--- src/rtl/arr_pkg.sv ---
// Shared types and helpers for the array-memory arbiter slice.
package arr_pkg;

    localparam int unsigned DEF_DATA_W = 64;
    localparam int unsigned DEF_DEPTH  = 2;

    // Address width for a given depth, never narrower than one bit.
    function automatic int unsigned addr_w(input int unsigned depth);
        return (depth <= 1) ? 1 : $clog2(depth);
    endfunction

    localparam int unsigned DEF_ADDR_W = addr_w(DEF_DEPTH);

    typedef struct packed {
        logic                  we;
        logic [DEF_ADDR_W-1:0] addr;
        logic [DEF_DATA_W-1:0] wdata;
    } mem_req_t;

endpackage

--- src/rtl/arr_if.sv ---
// Requester/host bundle between the datapath FSMs and the array arbiter.
interface arr_if #(
    parameter int unsigned NREQ   = 2,
    parameter int unsigned ADDR_W = 1,
    parameter int unsigned DATA_W = arr_pkg::DEF_DATA_W
);
    logic                     host_en;
    logic                     host_we;
    logic [ADDR_W-1:0]        host_addr;
    logic [DATA_W-1:0]        host_wdata;
    logic [DATA_W-1:0]        host_rdata;
    logic [NREQ-1:0]          req;
    logic [NREQ-1:0]          lock;
    logic [NREQ-1:0]          we;
    logic [NREQ*ADDR_W-1:0]   addr;
    logic [NREQ*DATA_W-1:0]   wdata;
    logic [NREQ-1:0]          gnt;
    logic [NREQ-1:0]          rvalid;
    logic [DATA_W-1:0]        rdata;
    logic                     lock_owner_v;

    modport master (
        output host_en, host_we, host_addr, host_wdata,
        output req, lock, we, addr, wdata,
        input  host_rdata, gnt, rvalid, rdata, lock_owner_v
    );

    modport slave (
        input  host_en, host_we, host_addr, host_wdata,
        input  req, lock, we, addr, wdata,
        output host_rdata, gnt, rvalid, rdata, lock_owner_v
    );
endinterface

--- src/rtl/arr_mem.sv ---
// Single-port array RAM with registered read address; out-of-range reads return 0.
module arr_mem
    import arr_pkg::*;
#(
    parameter int unsigned DEPTH  = DEF_DEPTH,
    parameter int unsigned ADDR_W = addr_w(DEPTH),
    parameter int unsigned DATA_W = DEF_DATA_W
) (
    input  logic              clk,
    input  logic              en,
    input  logic              we,
    input  logic [ADDR_W-1:0] addr,
    input  logic [DATA_W-1:0] wdata,
    output logic [DATA_W-1:0] rdata
);
    logic [DATA_W-1:0] mem_q [DEPTH];
    logic [ADDR_W-1:0] raddr_q, raddr_d;
    logic              oor_q, oor_d;
    logic              in_range_c;

    // Read address only moves on a read, so rdata holds the last read.
    always_comb begin
        in_range_c = 32'(addr) < DEPTH;
        raddr_d    = raddr_q;
        oor_d      = oor_q;
        if (en && !we) begin
            raddr_d = addr;
            oor_d   = !in_range_c;
        end
    end

    always_ff @(posedge clk) begin
        raddr_q <= raddr_d;
        oor_q   <= oor_d;
        if (en && we && in_range_c) begin
            mem_q[addr] <= wdata;
        end
    end

    assign rdata = oor_q ? '0 : mem_q[raddr_q];

endmodule

--- src/rtl/arr_arbiter.sv ---
// Round-robin arbiter with lock and host override in front of one shared array RAM.
module arr_arbiter
    import arr_pkg::*;
#(
    parameter int unsigned NREQ   = 2,
    parameter int unsigned DEPTH  = 2,
    parameter int unsigned ADDR_W = addr_w(DEPTH),
    parameter int unsigned DATA_W = DEF_DATA_W
) (
    input logic  clk,
    input logic  rst_n,
    arr_if.slave bus
);
    localparam int unsigned PTR_W = addr_w(NREQ);

    logic [PTR_W-1:0]  rr_ptr_q, rr_ptr_d;
    logic [PTR_W-1:0]  owner_q, owner_d;
    logic              lock_v_q, lock_v_d;
    logic [NREQ-1:0]   rvalid_q, rvalid_d;
    logic              host_rd_q, host_rd_d;
    logic [NREQ-1:0]   gnt_c;
    logic              found_c;
    logic              mem_en_c, mem_we_c;
    logic [ADDR_W-1:0] mem_addr_c;
    logic [DATA_W-1:0] mem_wdata_c;
    logic [DATA_W-1:0] mem_rdata;

    // Grant: host blocks everyone, lock owner is exclusive, otherwise scan from rr_ptr.
    always_comb begin
        gnt_c   = '0;
        found_c = 1'b0;
        if (rst_n && !bus.host_en) begin
            if (lock_v_q) begin
                for (int i = 0; i < int'(NREQ); i++) begin
                    if (32'(i) == 32'(owner_q)) gnt_c[i] = bus.req[i];
                end
            end else begin
                for (int k = 0; k < int'(NREQ); k++) begin
                    for (int i = 0; i < int'(NREQ); i++) begin
                        if (!found_c && bus.req[i] &&
                            32'(i) == (32'(rr_ptr_q) + 32'(k)) % NREQ) begin
                            gnt_c[i] = 1'b1;
                            found_c  = 1'b1;
                        end
                    end
                end
            end
        end
    end

    // Memory port mux and next state for pointer, lock and read-return flags.
    always_comb begin
        mem_en_c    = 1'b0;
        mem_we_c    = 1'b0;
        mem_addr_c  = '0;
        mem_wdata_c = '0;
        rr_ptr_d    = rr_ptr_q;
        owner_d     = owner_q;
        lock_v_d    = lock_v_q;
        rvalid_d    = gnt_c & ~bus.we;
        host_rd_d   = rst_n && bus.host_en && !bus.host_we;

        if (rst_n && bus.host_en) begin
            mem_en_c    = 1'b1;
            mem_we_c    = bus.host_we;
            mem_addr_c  = bus.host_addr;
            mem_wdata_c = bus.host_wdata;
        end

        for (int i = 0; i < int'(NREQ); i++) begin
            if (gnt_c[i]) begin
                mem_en_c    = 1'b1;
                mem_we_c    = bus.we[i];
                mem_addr_c  = bus.addr[i*ADDR_W +: ADDR_W];
                mem_wdata_c = bus.wdata[i*DATA_W +: DATA_W];
                rr_ptr_d    = PTR_W'((i + 1) % int'(NREQ));
                if (!lock_v_q && bus.lock[i]) begin
                    lock_v_d = 1'b1;
                    owner_d  = PTR_W'(i);
                end
            end
        end

        // Owner dropping lock releases at this edge, even on its own last access.
        if (lock_v_q) begin
            for (int i = 0; i < int'(NREQ); i++) begin
                if (32'(i) == 32'(owner_q) && !bus.lock[i]) lock_v_d = 1'b0;
            end
        end
    end

    always_ff @(posedge clk) begin
        if (!rst_n) begin
            rr_ptr_q  <= '0;
            owner_q   <= '0;
            lock_v_q  <= 1'b0;
            rvalid_q  <= '0;
            host_rd_q <= 1'b0;
        end else begin
            rr_ptr_q  <= rr_ptr_d;
            owner_q   <= owner_d;
            lock_v_q  <= lock_v_d;
            rvalid_q  <= rvalid_d;
            host_rd_q <= host_rd_d;
        end
    end

    arr_mem #(
        .DEPTH  (DEPTH),
        .ADDR_W (ADDR_W),
        .DATA_W (DATA_W)
    ) u_mem (
        .clk   (clk),
        .en    (mem_en_c),
        .we    (mem_we_c),
        .addr  (mem_addr_c),
        .wdata (mem_wdata_c),
        .rdata (mem_rdata)
    );

    assign bus.gnt          = gnt_c;
    assign bus.rvalid       = rvalid_q;
    assign bus.lock_owner_v = lock_v_q;
    assign bus.rdata        = (|rvalid_q) ? mem_rdata : '0;
    assign bus.host_rdata   = host_rd_q ? mem_rdata : '0;

endmodule
--- src/flat_wrapper.sv ---
// flat-port wrapper written by rule: the top's interface ports become plain ports
module arr_arbiter_flat import arr_pkg::*;
#(
    parameter int unsigned NREQ   = 2,
    parameter int unsigned DEPTH  = 2,
    parameter int unsigned ADDR_W = addr_w(DEPTH),
    parameter int unsigned DATA_W = DEF_DATA_W
)
  (clk, rst_n, bus_host_en, bus_host_we, bus_host_addr, bus_host_wdata, bus_req, bus_lock, bus_we, bus_addr, bus_wdata, bus_host_rdata, bus_gnt, bus_rvalid, bus_rdata, bus_lock_owner_v);
  arr_if #(.NREQ(NREQ), .ADDR_W(ADDR_W), .DATA_W(DATA_W)) bus_i ();
  input logic clk;
  input logic rst_n;
  input wire logic [$bits(bus_i.host_en)-1:0] bus_host_en;
  input wire logic [$bits(bus_i.host_we)-1:0] bus_host_we;
  input wire logic [$bits(bus_i.host_addr)-1:0] bus_host_addr;
  input wire logic [$bits(bus_i.host_wdata)-1:0] bus_host_wdata;
  input wire logic [$bits(bus_i.req)-1:0] bus_req;
  input wire logic [$bits(bus_i.lock)-1:0] bus_lock;
  input wire logic [$bits(bus_i.we)-1:0] bus_we;
  input wire logic [$bits(bus_i.addr)-1:0] bus_addr;
  input wire logic [$bits(bus_i.wdata)-1:0] bus_wdata;
  output wire logic [$bits(bus_i.host_rdata)-1:0] bus_host_rdata;
  output wire logic [$bits(bus_i.gnt)-1:0] bus_gnt;
  output wire logic [$bits(bus_i.rvalid)-1:0] bus_rvalid;
  output wire logic [$bits(bus_i.rdata)-1:0] bus_rdata;
  output wire logic [$bits(bus_i.lock_owner_v)-1:0] bus_lock_owner_v;
  assign bus_i.host_en = bus_host_en;
  assign bus_i.host_we = bus_host_we;
  assign bus_i.host_addr = bus_host_addr;
  assign bus_i.host_wdata = bus_host_wdata;
  assign bus_i.req = bus_req;
  assign bus_i.lock = bus_lock;
  assign bus_i.we = bus_we;
  assign bus_i.addr = bus_addr;
  assign bus_i.wdata = bus_wdata;
  assign bus_host_rdata = bus_i.host_rdata;
  assign bus_gnt = bus_i.gnt;
  assign bus_rvalid = bus_i.rvalid;
  assign bus_rdata = bus_i.rdata;
  assign bus_lock_owner_v = bus_i.lock_owner_v;
  arr_arbiter #(.NREQ(NREQ), .DEPTH(DEPTH), .ADDR_W(ADDR_W), .DATA_W(DATA_W)) u_core (.clk(clk), .rst_n(rst_n), .bus(bus_i));
endmodule
--- config.mk ---
export PLATFORM = sky130hd
export DESIGN_NAME = arr_arbiter_flat
export DESIGN_NICKNAME = d
export VERILOG_FILES = /design/src/rtl/arr_pkg.sv /design/src/rtl/arr_if.sv /design/src/rtl/arr_mem.sv /design/src/rtl/arr_arbiter.sv /design/src/flat_wrapper.sv
export SDC_FILE = /design/constraint.sdc
export NUM_CORES = 1
export LEC_CHECK = 0
export CAP_MARGIN = 20
export CELL_PAD_IN_SITES_DETAIL_PLACEMENT = 1
export CELL_PAD_IN_SITES_GLOBAL_PLACEMENT = 2
export CORE_MARGIN = 2
export CORE_UTILIZATION = 26
export DETAILED_ROUTE_END_ITERATION = 12
export PLACE_DENSITY = 0.83
export SLEW_MARGIN = 10
export SYNTH_ARGS = -nofsm -noshare
export SYNTH_HDL_FRONTEND = slang
export SYNTH_SLANG_ARGS = --single-unit
--- constraint.sdc ---
create_clock -name clk -period 15.3 [get_ports clk]
set_clock_uncertainty 0.05 [all_clocks]
set_input_delay 1.53 -clock clk [delete_from_list [all_inputs] [get_ports clk]]
set_output_delay 1.53 -clock clk [all_outputs]
set_load 0.03 [all_outputs]
After elaboration in Yosys (flattened, before gate mapping)
Memory sizes are Yosys's and may differ from the RTL's. A register that Yosys moved wholly into a read port is not among the register bits. Cells that the tools add are included.

Register bits after elaboration: 7. Latch bits: 0. Bits in writable memories: 128. ROM bits: 0. Input port bits: 205. Output and inout port bits: 133. Word-level logic and storage cells: 85. Memories kept: 1.

$add $sub $neg: 1. $mul: 0. Div/mod/pow operators: 0. Order comparisons: 0. Equal/unequal tests: 0. Shift operators: 0. Mux-type cells: 44. Bitwise logic cells: 4. Reductions and logical operators: 29.

Memory list: u_core.u_mem.mem_q (words 2, width 64, rd ports 1, clocked after Yosys merged registers in 1, write ports 1, line arr_mem.sv:16) `logic [DATA_W-1:0] mem_q [DEPTH];`.

Operator list (number): $mux W64 (5); $logic_not A32 Y1 (2); $mux W1 (37); $logic_and A1 B1 Y1 (16); $logic_not A1 Y1 (9); $mux W2 (2); $reduce_or A2 Y1 (2); $and A2 B2 Y2 (1); $not A1 Y1 (2); $not A2 Y2 (1); $add A1 B1 Y1 const B (1).

Logic depth before layout (Yosys ltp)
Gate-level depths: netlist (run 1).

Word-level depth: 29. Depth in mapped cells: 8. Gate-level depth less buffers: 4.

Hierarchy
A second synthesis (run 1) with hierarchy kept.

Cell total of the unflattened synthesis: 608. Area, all modules: 7513.5 sq um.

Modules (own cells, without submodules): arr_mem (times used 1, cells each 206, area an instance 5002.3 sq um); arr_arbiter (times used 1, cells each 402, area an instance 2511.2 sq um).

Least setup slack after synthesis (run 1)
Ideal clock, no wire load.

Path kind: input -> register. Start point: input rst_n. End point: memory u_core.u_mem.mem_q[1][0] (netlist bit), enable pin. Library setup time: 0.507 ns. Data arrival time: 5.819 ns. Required time: 14.743 ns. Path slack: 8.925 ns. Cell stages on the path: 6. Path buffers: 2. Cell sequence: buf_2 -> nand2b_1 -> nor4_4 -> buf_2 -> nand3_1 -> a21oi_1.

Elaborated cells on any way between the ends: 15. Classes of those cells: mux (12); reduce/logical (3).

RTL lines: from (decl) (line flat_wrapper.sv:12) `input logic rst_n;`; $logic_and A1 B1 Y1 * (line arr_arbiter.sv:32) `if (rst_n && !bus.host_en) begin`; $mux W2 * (line arr_arbiter.sv:32); named net bus_gnt[1] (line flat_wrapper.sv:23) `output wire logic [$bits(bus_i.gnt)-1:0] bus_gnt;`; $mux W1 (line arr_arbiter.sv:71) `if (gnt_c[i]) begin`; $logic_and A1 B1 Y1 (line arr_mem.sv:35) `if (en && we && in_range_c) begin`; $mux W1 (line arr_mem.sv:35); $mux W1 (implied by the code) (line arr_mem.sv:36) `mem_q[addr] <= wdata;`; to (decl) (line arr_mem.sv:16).

The timed path passes the listed nets; every way through them passes the cells marked *.

Final worst setup path (run 1)
Start point: input rst_n. End point: output bus_gnt[0].

Word-level cells in the longest chain between the ends: 2.

RTL lines (line): $logic_and A1 B1 Y1 (arr_arbiter.sv:32); $mux W2 (arr_arbiter.sv:32); to (decl) (flat_wrapper.sv:23).

Every way passes these cells.

==> results of run 1 <==
## worst max-delay path, cell delays in order
cell and delay (ns):
clkdlybuf4s50_1 0.62, nand3b_1 0.26, a211oi_4 0.23, buf_4 0.39, clkdlybuf4s50_1 0.75
## metrics by stage
step                      hold WS, ns  power, mW  setup slack, ns    util
final                          0.4547      1.006            9.930  0.4357
after global routing           0.4787      1.047            9.821  0.4357
after CTS                      0.4607      1.020            9.929  0.4335
after detailed placement       0.4506     0.6327            9.926  0.4115
after global placement         0.4369     0.6282            9.964  0.4115
after floorplan                0.3990     0.5319            8.925       -
## layout make-up
type                            instances  share of cell area
Clock buffer                           19             0.03946
Clock inverter                         13             0.01106
Inverter                               67             0.02292
Multi-Input combinational cell        294              0.2047
Sequential cell                       136              0.3663
Tap cell                              330             0.03763
Timing Repair Buffer                  347              0.3179
## cells in the final DEF, fill, tap and decap left out, types with 5 or more instances in the layout
cell type and count:
a222oi_1 64, buf_4 8, clkbuf_16 17, clkdlybuf4s50_1 337, clkinvlp_4 5, dfxtp_1 5, edfxtp_1 129, inv_1 67
mux2i_1 65, nor2_1 68, nor2b_1 69
## power by group
group | leakage, nW | internal (mW) | switching, mW
combinational | 2.67 | 0.0949 | 0.0900
sequential | 1.22 | 0.429 | 0.00941
clock | 0.256 | 0.225 | 0.158
## synthesized netlist by cell type
library cell	count	area share
a221oi_1	1	0.0013
nand2_1	2	0.0011
o311a_1	1	0.0015
dfxtp_1	7	0.021
buf_4	4	0.0045
mux2i_1	65	0.097
nor2_1	69	0.039
a21bo_2	1	0.0015
o41ai_1	1	0.0013
o32ai_2	1	0.0024
inv_1	67	0.038
buf_1	5	0.0028
a222oi_1	64	0.096
o31a_1	1	0.0013
and3b_1	1	0.0013
nor4_4	1	0.0032
nand3b_1	2	0.0022
nand3_1	2	0.0015
a22o_1	1	0.0013
buf_2	14	0.010
o21ai_0	1	0.00075
a221oi_2	1	0.0022
nand2b_1	1	0.00094
a21boi_1	1	0.0011
o211ai_1	1	0.0011
a211oi_4	1	0.0030
o31ai_1	2	0.0022
nor3b_1	1	0.0011
edfxtp_1	129	0.58
a21oi_1	1	0.00075
and2_1	1	0.00094
clkbuf_1	21	0.012
nor4_1	1	0.00094
nor2b_1	69	0.065
## kinds of logic after synthesis
| kind of cell | count (synthesis) |
|---|---|
| AO/OA/AOI/OAI | 79 |
| AND/OR/NAND/NOR | 150 |
| multiplexers | 65 |
| flip-flops | 136 |
| buffers and inverters | 111 |
## registers in the layout (all words and copies together), names as in the netlist, named ones only
| register | cells |
|---|---|
| u_core.bus.rvalid | 2 |
| u_core.u_mem.mem_q | 128 |
| u_core.host_rd_q | 1 |
| u_core.u_mem.raddr_q | 1 |
| u_core.rr_ptr_q | 1 |
| u_core.owner_q | 1 |
| u_core.bus.lock_owner_v | 1 |
## final timing paths
check / startpoint / end
setup reg to reg: u_core.bus.lock_owner_v / u_core.u_mem.mem_q[1][6]
hold / removal: u_core.u_mem.raddr_q / register
setup / recovery: rst_n / bus_gnt[0]
hold reg to reg: u_core.u_mem.raddr_q / register
## layer usage
layer  wire, µm  global-route usage  up-vias
met5         13                   0        -
met4        503             0.06180        2
met3       1358             0.03965       30
met2      12000              0.2973      202
met1       8566              0.1790     2707
li1           -                   -     2667
==> metrics.txt, run 1 <==
nets@finish 1068; simple-gate share of the synthesized area 0.1167; time the worst path needs with I/O delays and setup 5.370 ns; area fraction in compound gates after synthesis 0.1178; clock root buffer clkbuf_16; final estimated routing congestion in global placement 0.7375; Post-Syn Nets 746; half-perimeter wire length of the detailed placement result 16.33 mm; Antenna Cells 0; kind of critical path input pin to output pin; gr usage total 0.1618; Min-Delay Path Class register to register; proportion of synthesized area in mux cells 0.09740; leakage dissipation 4.139 nW; via count of the first global-routing pass 5946; sequential cell area 4019 µm²; final worst-path cycle share 0.3510; Clock transition at path regs 0.06 ns; layout-stage area growth over the synthesis result 64.24%; floorplan die height 164.3 µm; post-placement cell count 1172; Filler cells 2686; synth warn 0; DRC violation count after routing 0; kind of start point of the critical path input pin; CTS Hold Buffers Added 0; number of antenna violations at the first check in global routing 1; TritonCTS clock tree done; area post-placement 10360 µm²; post-synthesis sequential area ratio 0.6009; Final Hold Vio Count 0; Max Freq 0.1862 GHz; area of the die 26990 µm²; routed via count 5608; WHS Path Cells 2; input/output buffers 337; worst reg-to-reg path cell count 7; Worst Tran Pin Value 0.9085 ns; top-level port count 338; Core Rows 58; critical path fanouts, max 34; clock latency at the later pin of the worst-skew pair 0.41 ns; Multi-input gate area 2246 µm²; pin count of the biggest net entering global routing 66; non-filler cells in the finished layout 1206; setup bufs post-CTS 0; Worst setup EP type output pin; Max-slew headroom 0.3943; effective utilization at floorplan 0.2653; Routed WL 22.44 mm; Setup TNS Final 0 ns; main combinational cell family by area after synthesis compound AO/OA/AOI/OAI gates; R2R setup slack 11.98 ns; maximum resistive drop on vdd 0.00005679 V; RSZ-0062 raised after global routing no; outcome complete, no violations; max-cap viol count 0; setup-violating endpoint count in the final report 0; routed via count divided by cell count 4.650; first-pass GRT wire length 33.18 mm; post-synthesis xor/xnor area fraction 0; count of cells resized by post-cts repair 0; arrival time of data at the critical path endpoint 3.79 ns; total number of clock tree sinks 136; core area 25180 µm²; Power Density 91.71 nW/µm²; average routed wire per standard cell 18.60 µm; data required time at the worst endpoint 13.72 ns; distinct cell type count of the synthesized netlist 34; number of register bits inferred by synthesis 136; Netlist Area Pre-Place 6680 µm²; Cells after Synth 541; leftover overflow at the end of global routing 0; fraction of the mapped netlist area in adder cells 0; max-slew violation total from the final report 0; number of antenna-violating nets in the routed design 0; DR pass1 iterations 8; share of layout cells above drive strength 1 0.05822; deepest clock path buffer count 2; horizontal die dimension 164.3 µm; cell area after layout 10970 µm²; number of DRC markers after the initial detailed-route iteration 438; Mean Syn Cell Area 12.35 µm²; CTS buffer count 17; H-tree depth reported by CTS 4
Power figures use the tool's default switching activity.
==> inputs of run 2 (changes only) <==
--- a/config.mk
+++ b/config.mk
@@ -9,9 +9,9 @@
 export CELL_PAD_IN_SITES_DETAIL_PLACEMENT = 1
 export CELL_PAD_IN_SITES_GLOBAL_PLACEMENT = 2
 export CORE_MARGIN = 2
-export CORE_UTILIZATION = 26
+export CORE_UTILIZATION = 22
 export DETAILED_ROUTE_END_ITERATION = 12
-export PLACE_DENSITY = 0.83
+export PLACE_DENSITY = 0.74
 export SLEW_MARGIN = 10
 export SYNTH_ARGS = -nofsm -noshare
 export SYNTH_HDL_FRONTEND = slang
==> constraint.sdc (replaced) <==
create_clock -name clk -period 4.6 [get_ports clk]
set_clock_uncertainty 0.05 [all_clocks]
set_input_delay 0.46 -clock clk [delete_from_list [all_inputs] [get_ports clk]]
set_output_delay 0.46 -clock clk [all_outputs]
set_load 0.03 [all_outputs]
==> run 2 against run 1 <==
Die area is 18% higher. Non-clock buffer count stayed put. Core utilization decreased by 6.4 points. Hold slack worse by 0.026 ns. Sequential power rose to 3.3 times the previous value. Clock-buffer cell count increased by 1. Total power rose to 3.5 times the previous value. Critical path depth did not move. Register-to-register slack worse by 10 ns. Critical path type unchanged. Critical endpoint is now bus_gnt[1].
==> metrics.txt, run 2 (synthesized netlist as in run 1, its figures left out) <==
outcome complete, no violations; critical path fanouts, max 35 (+2.9%); area of the die 31770 µm² (+18%); time the worst path needs with I/O delays and setup 3.318 ns; Final Hold Vio Count 0 (unchanged); setup bufs post-CTS 0 (unchanged); worst reg2reg path startpoint u_core.bus.lock_owner_v; Min-Delay Path Class register to register; commonest cells after routing, fill and taps aside 337 x clkdlybuf4s50_1, 129 x edfxtp_1, 69 x nor2b_1; top-level port count 338 (unchanged); Clock transition at path regs 0.06 ns (about the same); horizontal die dimension 178.3 µm (+8.5%); combinational cell fraction of total power 0.176 (-0.008); number of antenna-violating nets in the routed design 0 (unchanged); Worst Tran Pin Value 0.9309 ns (+0.02246 ns); first-pass GRT wire length 32.88 mm (-0.92%); input/output buffers 337 (unchanged); Net Switching 840.3 µW (+230%); max FFs per register 128 (unchanged); effective utilization at floorplan 0.2242 (-0.04108); CTS Hold Buffers Added 0 (unchanged); most frequent standard cell in the layout excluding fill and tap cells clkdlybuf4s50_1; routed via count 5623 (+0.27%); proportion of total power due to net switching 0.2408 (-0.01537); RSZ-0062 raised after global routing no; via count of the first global-routing pass 6033 (+1.5%); Setup TNS Final 0 ns (unchanged); met2 Track Usage GR 0.2485 (-0.04871); source of the worst hold timing path u_core.u_mem.raddr_q; PnR Total Power 3.489 mW (+250%); layout-stage area growth over the synthesis result 65.71%; deepest clock path buffer count 2 (unchanged); Routed WL 22.29 mm (-0.67%); M3 GR Usage 0.03367 (-0.005972); WHS Path Cells 2 (unchanged); number of DRC markers after the initial detailed-route iteration 351 (-20%); P_int 2.649 mW (+250%); arrival time of data at the critical path endpoint 2.81 ns (-0.98 ns); kind of start point of the critical path input pin; average routed wire per standard cell 17.60 µm (-5.4%); pin count of the biggest net entering global routing 69 (+4.5%); share of layout cells above drive strength 1 0.05708 (-0.001142); Antenna Cells 0 (unchanged); worst reg2reg endpoint u_core.u_mem.mem_q[0][35]; Power Density 315.2 nW/µm² (+240%); core area 29800 µm² (+18%); H-tree depth reported by CTS 4 (unchanged); Core Rows 63 (+8.6%); leakage dissipation 4.164 nW (+0.60%); max-slew violation total from the final report 0 (unchanged); DR pass1 iterations 8 (unchanged); nets@finish 1068 (unchanged); worst reg-to-reg path cell count 5 (-2); count of cells resized by post-cts repair 0 (unchanged); Worst setup EP type output pin; routed via count divided by cell count 4.442 (-4.5%); total number of clock tree sinks 136 (unchanged); clock latency at the later pin of the worst-skew pair 0.41 ns (about the same); number of antenna violations at the first check in global routing 0 (-1); leftover overflow at the end of global routing 0 (unchanged); DRC violation count after routing 0 (unchanged); TritonCTS clock tree done; final estimated routing congestion in global placement 0.7418 (+0.58%); gr usage total 0.1361 (-0.02574); Filler cells 3240 (+21%); R2R setup slack 1.56 ns (-10.42 ns); clock root buffer clkbuf_16; maximum resistive drop on vdd 0.0001834 V (+220%); kind of critical path input pin to output pin; met1 Use GR 0.1577 (-0.02126); half-perimeter wire length of the detailed placement result 16.12 mm (-1.3%); grt peak-use layer met2; floorplan die height 178.3 µm (+8.5%); Max-slew headroom 0.3794 (-0.01497); data required time at the worst endpoint 4.09 ns (-9.63 ns); CTS buffer count 17 (unchanged); setup-violating endpoint count in the final report 0 (unchanged); Max Freq 0.3014 GHz; Top reg by flops u_core.u_mem.mem_q; fraction of power consumed by sequential logic 0.418 (-0.018); max-cap viol count 0 (unchanged); proportion of power drawn by the clock network 0.406 (+0.025); final worst-path cycle share 0.7212
-- run 2: cell count changes in the layout (fill, tap and decap cells not counted), sizes merged --
cell / previous run / this run
bufinv: 1 / 4
clkbuf: 19 / 20
clkinv: 4 / 6
clkinvlp: 5 / 2
inv: 70 / 67
-- run 2: worst max-delay path, stage by stage --
cell and delay, ns:
clkdlybuf4s50_1 0.63, nand2b_1 0.14, nor4_4 0.37, buf_4 0.43, clkdlybuf4s50_1 0.75
-- run 2: through the flow --
step | hold slack [ns] | area, µm² | worst slack [ns] | cells | utilization
floorplan | 0.3990 | 6684 | 0.6721 | 541 | -
global placement | 0.4156 | 10450 | 1.066 | 1234 | 0.3508
detailed placement | 0.4255 | 10450 | 0.9295 | 1234 | 0.3508
CTS | 0.4303 | 11070 | 1.272 | 1266 | 0.3715
global route | 0.4732 | 11070 | 1.195 | 1266 | 0.3715
finish | 0.4285 | 11070 | 1.282 | 1266 | 0.3715
-- run 2: power by group through the flow --
| stage | registers [mW] | logic (mW) | clock network, mW |
|---|---|---|---|
| 2_1_floorplan | 1.47 | 0.303 | 0 |
| 3_3_place_gp | 1.48 | 0.613 | 0 |
| 3_5_place_dp | 1.49 | 0.622 | 0 |
| 4_1_cts | 1.46 | 0.624 | 1.46 |
| 5_1_grt | 1.47 | 0.661 | 1.52 |
| 6_report | 1.46 | 0.613 | 1.42 |
-- run 2: layer usage --
layer	vias to the layer above	part of all wire
met3	13	0.067
met5	-	0
met1	2741	0.40
met4	0	0.011
met2	203	0.52
li1	2666	-
-- run 2: worst max path at each step --
stage / slack, ns / to / from / depth (start not counted)
6_report: 1.28 / bus_gnt[1] / rst_n / 5
5_1_grt: 1.20 / bus_gnt[1] / rst_n / 5
4_1_cts: 1.27 / bus_gnt[1] / rst_n / 5
3_5_place_dp: 0.93 / u_core.u_mem.mem_q[0][32] / rst_n / 6
3_3_place_gp: 1.07 / u_core.u_mem.mem_q[0][32] / rst_n / 6
2_1_floorplan: 0.67 / u_core.u_mem.mem_q[1][0] / u_core.bus.lock_owner_v / 6
-- run 2: layout make-up --
class,instances,area [µm²],area share
Clock buffer,20,436.7,0.03945
Clock inverter,12,180.2,0.01628
Inverter,67,251.5,0.02272
Multi-Input combinational cell,294,2246,0.2029
Sequential cell,136,4019,0.3631
Tap cell,390,488.0,0.04408
Timing Repair Buffer,347,3448,0.3115
==> inputs of run 3 (changes only) <==
--- a/config.mk
+++ b/config.mk
@@ -9,9 +9,9 @@
 export CELL_PAD_IN_SITES_DETAIL_PLACEMENT = 1
 export CELL_PAD_IN_SITES_GLOBAL_PLACEMENT = 2
 export CORE_MARGIN = 2
-export CORE_UTILIZATION = 22
+export CORE_UTILIZATION = 24
 export DETAILED_ROUTE_END_ITERATION = 12
-export PLACE_DENSITY = 0.74
+export PLACE_DENSITY = 0.77
 export SLEW_MARGIN = 10
 export SYNTH_ARGS = -nofsm -noshare
 export SYNTH_HDL_FRONTEND = slang
==> constraint.sdc (replaced) <==
create_clock -name clk -period 3.1 [get_ports clk]
set_clock_uncertainty 0.05 [all_clocks]
set_input_delay 0.31 -clock clk [delete_from_list [all_inputs] [get_ports clk]]
set_output_delay 0.31 -clock clk [all_outputs]
set_load 0.03 [all_outputs]
==> run 3 against run 2 <==
Combinational power is 52% higher. Setup slack got worse by 0.91 ns. Final area increased by 0.68%. Via count is 0.12% higher. Routed wire length decreased by 0.13%. Critical path depth shrank 1. Global-route usage up 1.0 points. Clock power rose by 51%. Sequential power rose by 47%. Critical path type is now register to output pin. Highest routed layer unchanged.
==> metrics.txt, run 3 (synthesized netlist as in run 1, its figures left out) <==
outcome complete, no violations; endpoint of the worst setup timing path bus_rdata[42]; Antenna Cells 0 (unchanged); nets@finish 1072 (+0.37%); horizontal die dimension 170.8 µm (-4.2%); final estimated routing congestion in global placement 0.7396 (-0.30%); total number of clock tree sinks 136 (unchanged); maximum resistive drop on vdd 0.0003313 V (+81%); Max Freq 0.3662 GHz; top-level port count 338 (unchanged); H-tree depth reported by CTS 4 (unchanged); floorplan die height 170.8 µm (-4.2%); input/output buffers 337 (unchanged); kind of start point of the critical path register; PnR Total Power 5.224 mW (+50%); kind of critical path register to output pin; area post-placement 10520 µm² (+0.66%); Max-slew headroom 0.4914 (+0.1120); DRC violation count after routing 0 (unchanged); RSZ-0062 raised after global routing no; effective utilization at floorplan 0.2418 (+0.01758); non-filler cells in the finished layout 1257 (-0.71%); number of antenna violations at the first check in global routing 0 (unchanged); gr usage total 0.1464 (+0.01035); CTS buffer count 17 (unchanged); worst reg2reg endpoint u_core.u_mem.mem_q[0][1]; first-pass GRT wire length 32.34 mm (-1.6%); worst reg-to-reg path cell count 5 (unchanged); pin count of the biggest net entering global routing 66 (-4.3%); Clock transition at path regs 0.06 ns (about the same); DR pass1 iterations 9 (+1); commonest cells after routing, fill and taps aside 337 x clkdlybuf4s50_1, 129 x edfxtp_1, 69 x nor2b_1; CTS Hold Buffers Added 0 (unchanged); time the worst path needs with I/O delays and setup 2.731 ns; Layout Utilization 0.4034 (+0.03186); Routed WL 22.26 mm (-0.13%); Min-Delay Path Class register to register; Setup WS pre-CTS 0.2778 ns (-0.6518 ns); clock latency at the later pin of the worst-skew pair 0.42 ns (about the same); most frequent standard cell in the layout excluding fill and tap cells clkdlybuf4s50_1; smallest hold slack 0.4423 ns (+0.01386 ns); Worst setup EP type output pin; R2R setup slack 0.68 ns (-0.88 ns); via count of the first global-routing pass 5817 (-3.6%); deepest clock path buffer count 2 (unchanged); Core Rows 61 (-3.2%); cell area after layout 11140 µm² (+0.68%); final worst-path cycle share 0.8808; Final Hold Vio Count 0 (unchanged); count of cells resized by post-cts repair 0 (unchanged); routed via count 5630 (+0.12%); average routed wire per standard cell 17.71 µm (+0.59%); post-placement cell count 1226 (-0.65%); minimum setup slack in the final design 0.3694 ns (-0.9130 ns); clock root buffer clkbuf_16; Power Density 468.8 nW/µm² (+49%); leakage dissipation 4.194 nW (+0.71%); share of layout cells above drive strength 1 0.06371 (+0.006631); data required time at the worst endpoint 2.74 ns (-1.35 ns); Worst Tran Pin Value 0.7629 ns (-0.1680 ns); critical path fanouts, max 31 (-11%); half-perimeter wire length of the detailed placement result 16.29 mm (+1.1%); max FFs per register 128 (unchanged); worst reg2reg path startpoint u_core.bus.lock_owner_v; number of antenna-violating nets in the routed design 0 (unchanged); max-cap viol count 0 (unchanged); routed via count divided by cell count 4.479 (+0.84%); Setup TNS Final 0 ns (unchanged); number of DRC markers after the initial detailed-route iteration 432 (+23%); layout-stage area growth over the synthesis result 66.83%; core area 27630 µm² (-7.3%); TritonCTS clock tree done; max-slew violation total from the final report 0 (unchanged); setup-violating endpoint count in the final report 0 (unchanged); Top reg by flops u_core.u_mem.mem_q; area of the die 29180 µm² (-8.2%); arrival time of data at the critical path endpoint 2.37 ns (-0.44 ns); leftover overflow at the end of global routing 0 (unchanged); setup bufs post-CTS 0 (unchanged)
## run 3: changes by cell type in the layout (fill, tap and decap cells not counted)
cell	change
buf_12	+4
inv_6	+4
clkinv_4	-3
clkbuf_1	-2
clkinv_2	-2
clkinvlp_4	+2
dfxtp_1	-1
dfxtp_4	+1
## run 3: metal layers
metal,up-vias,part of all wire,global-route usage
met5,-,0,0
met4,0,0.015,0.04606
met3,19,0.055,0.03331
met2,185,0.53,0.2683
met1,2748,0.40,0.1688
li1,2678,-,-
## run 3: power by group
group	switching [mW]	internal (mW)	leakage (nW)
sequential	0.0391	2.12	1.22
clock	0.787	1.35	0.290
combinational	0.454	0.477	2.69
total	1.28	3.94	4.19
## run 3: final cells by class
| class | count | area (µm²) |
|---|---|---|
| repair buffers | 351 | 3528 |
| clock buffers | 18 | 429.2 |
| inverters | 67 | 251.5 |
| clock inverters | 13 | 193.9 |
| flip-flops and latches | 136 | 4023 |
| multi-input cells | 294 | 2246 |
| well taps | 378 | 473.0 |
| fillers | 3007 | 16480 |
## run 3: how the worst min path moves through the flow
stage	start	end	slack [ns]	depth (start not counted)
global route	bus_we[0]	u_core.bus.rvalid[0]	0.45	2
finish	u_core.u_mem.raddr_q	register	0.44	2
CTS	bus_we[0]	u_core.bus.rvalid[0]	0.43	2
floorplan	bus_we[0]	u_core.bus.rvalid[0]	0.33	1
global placement	u_core.u_mem.raddr_q	register	0.43	2
detailed placement	u_core.u_mem.raddr_q	register	0.43	2
## run 3: worst max-delay path: stages (launching register included)
cell             delay [ns]
dfxtp_4                0.59
buf_12                 0.30
mux2i_1                0.34
nor2_1                 0.07
clkdlybuf4s50_1        0.62
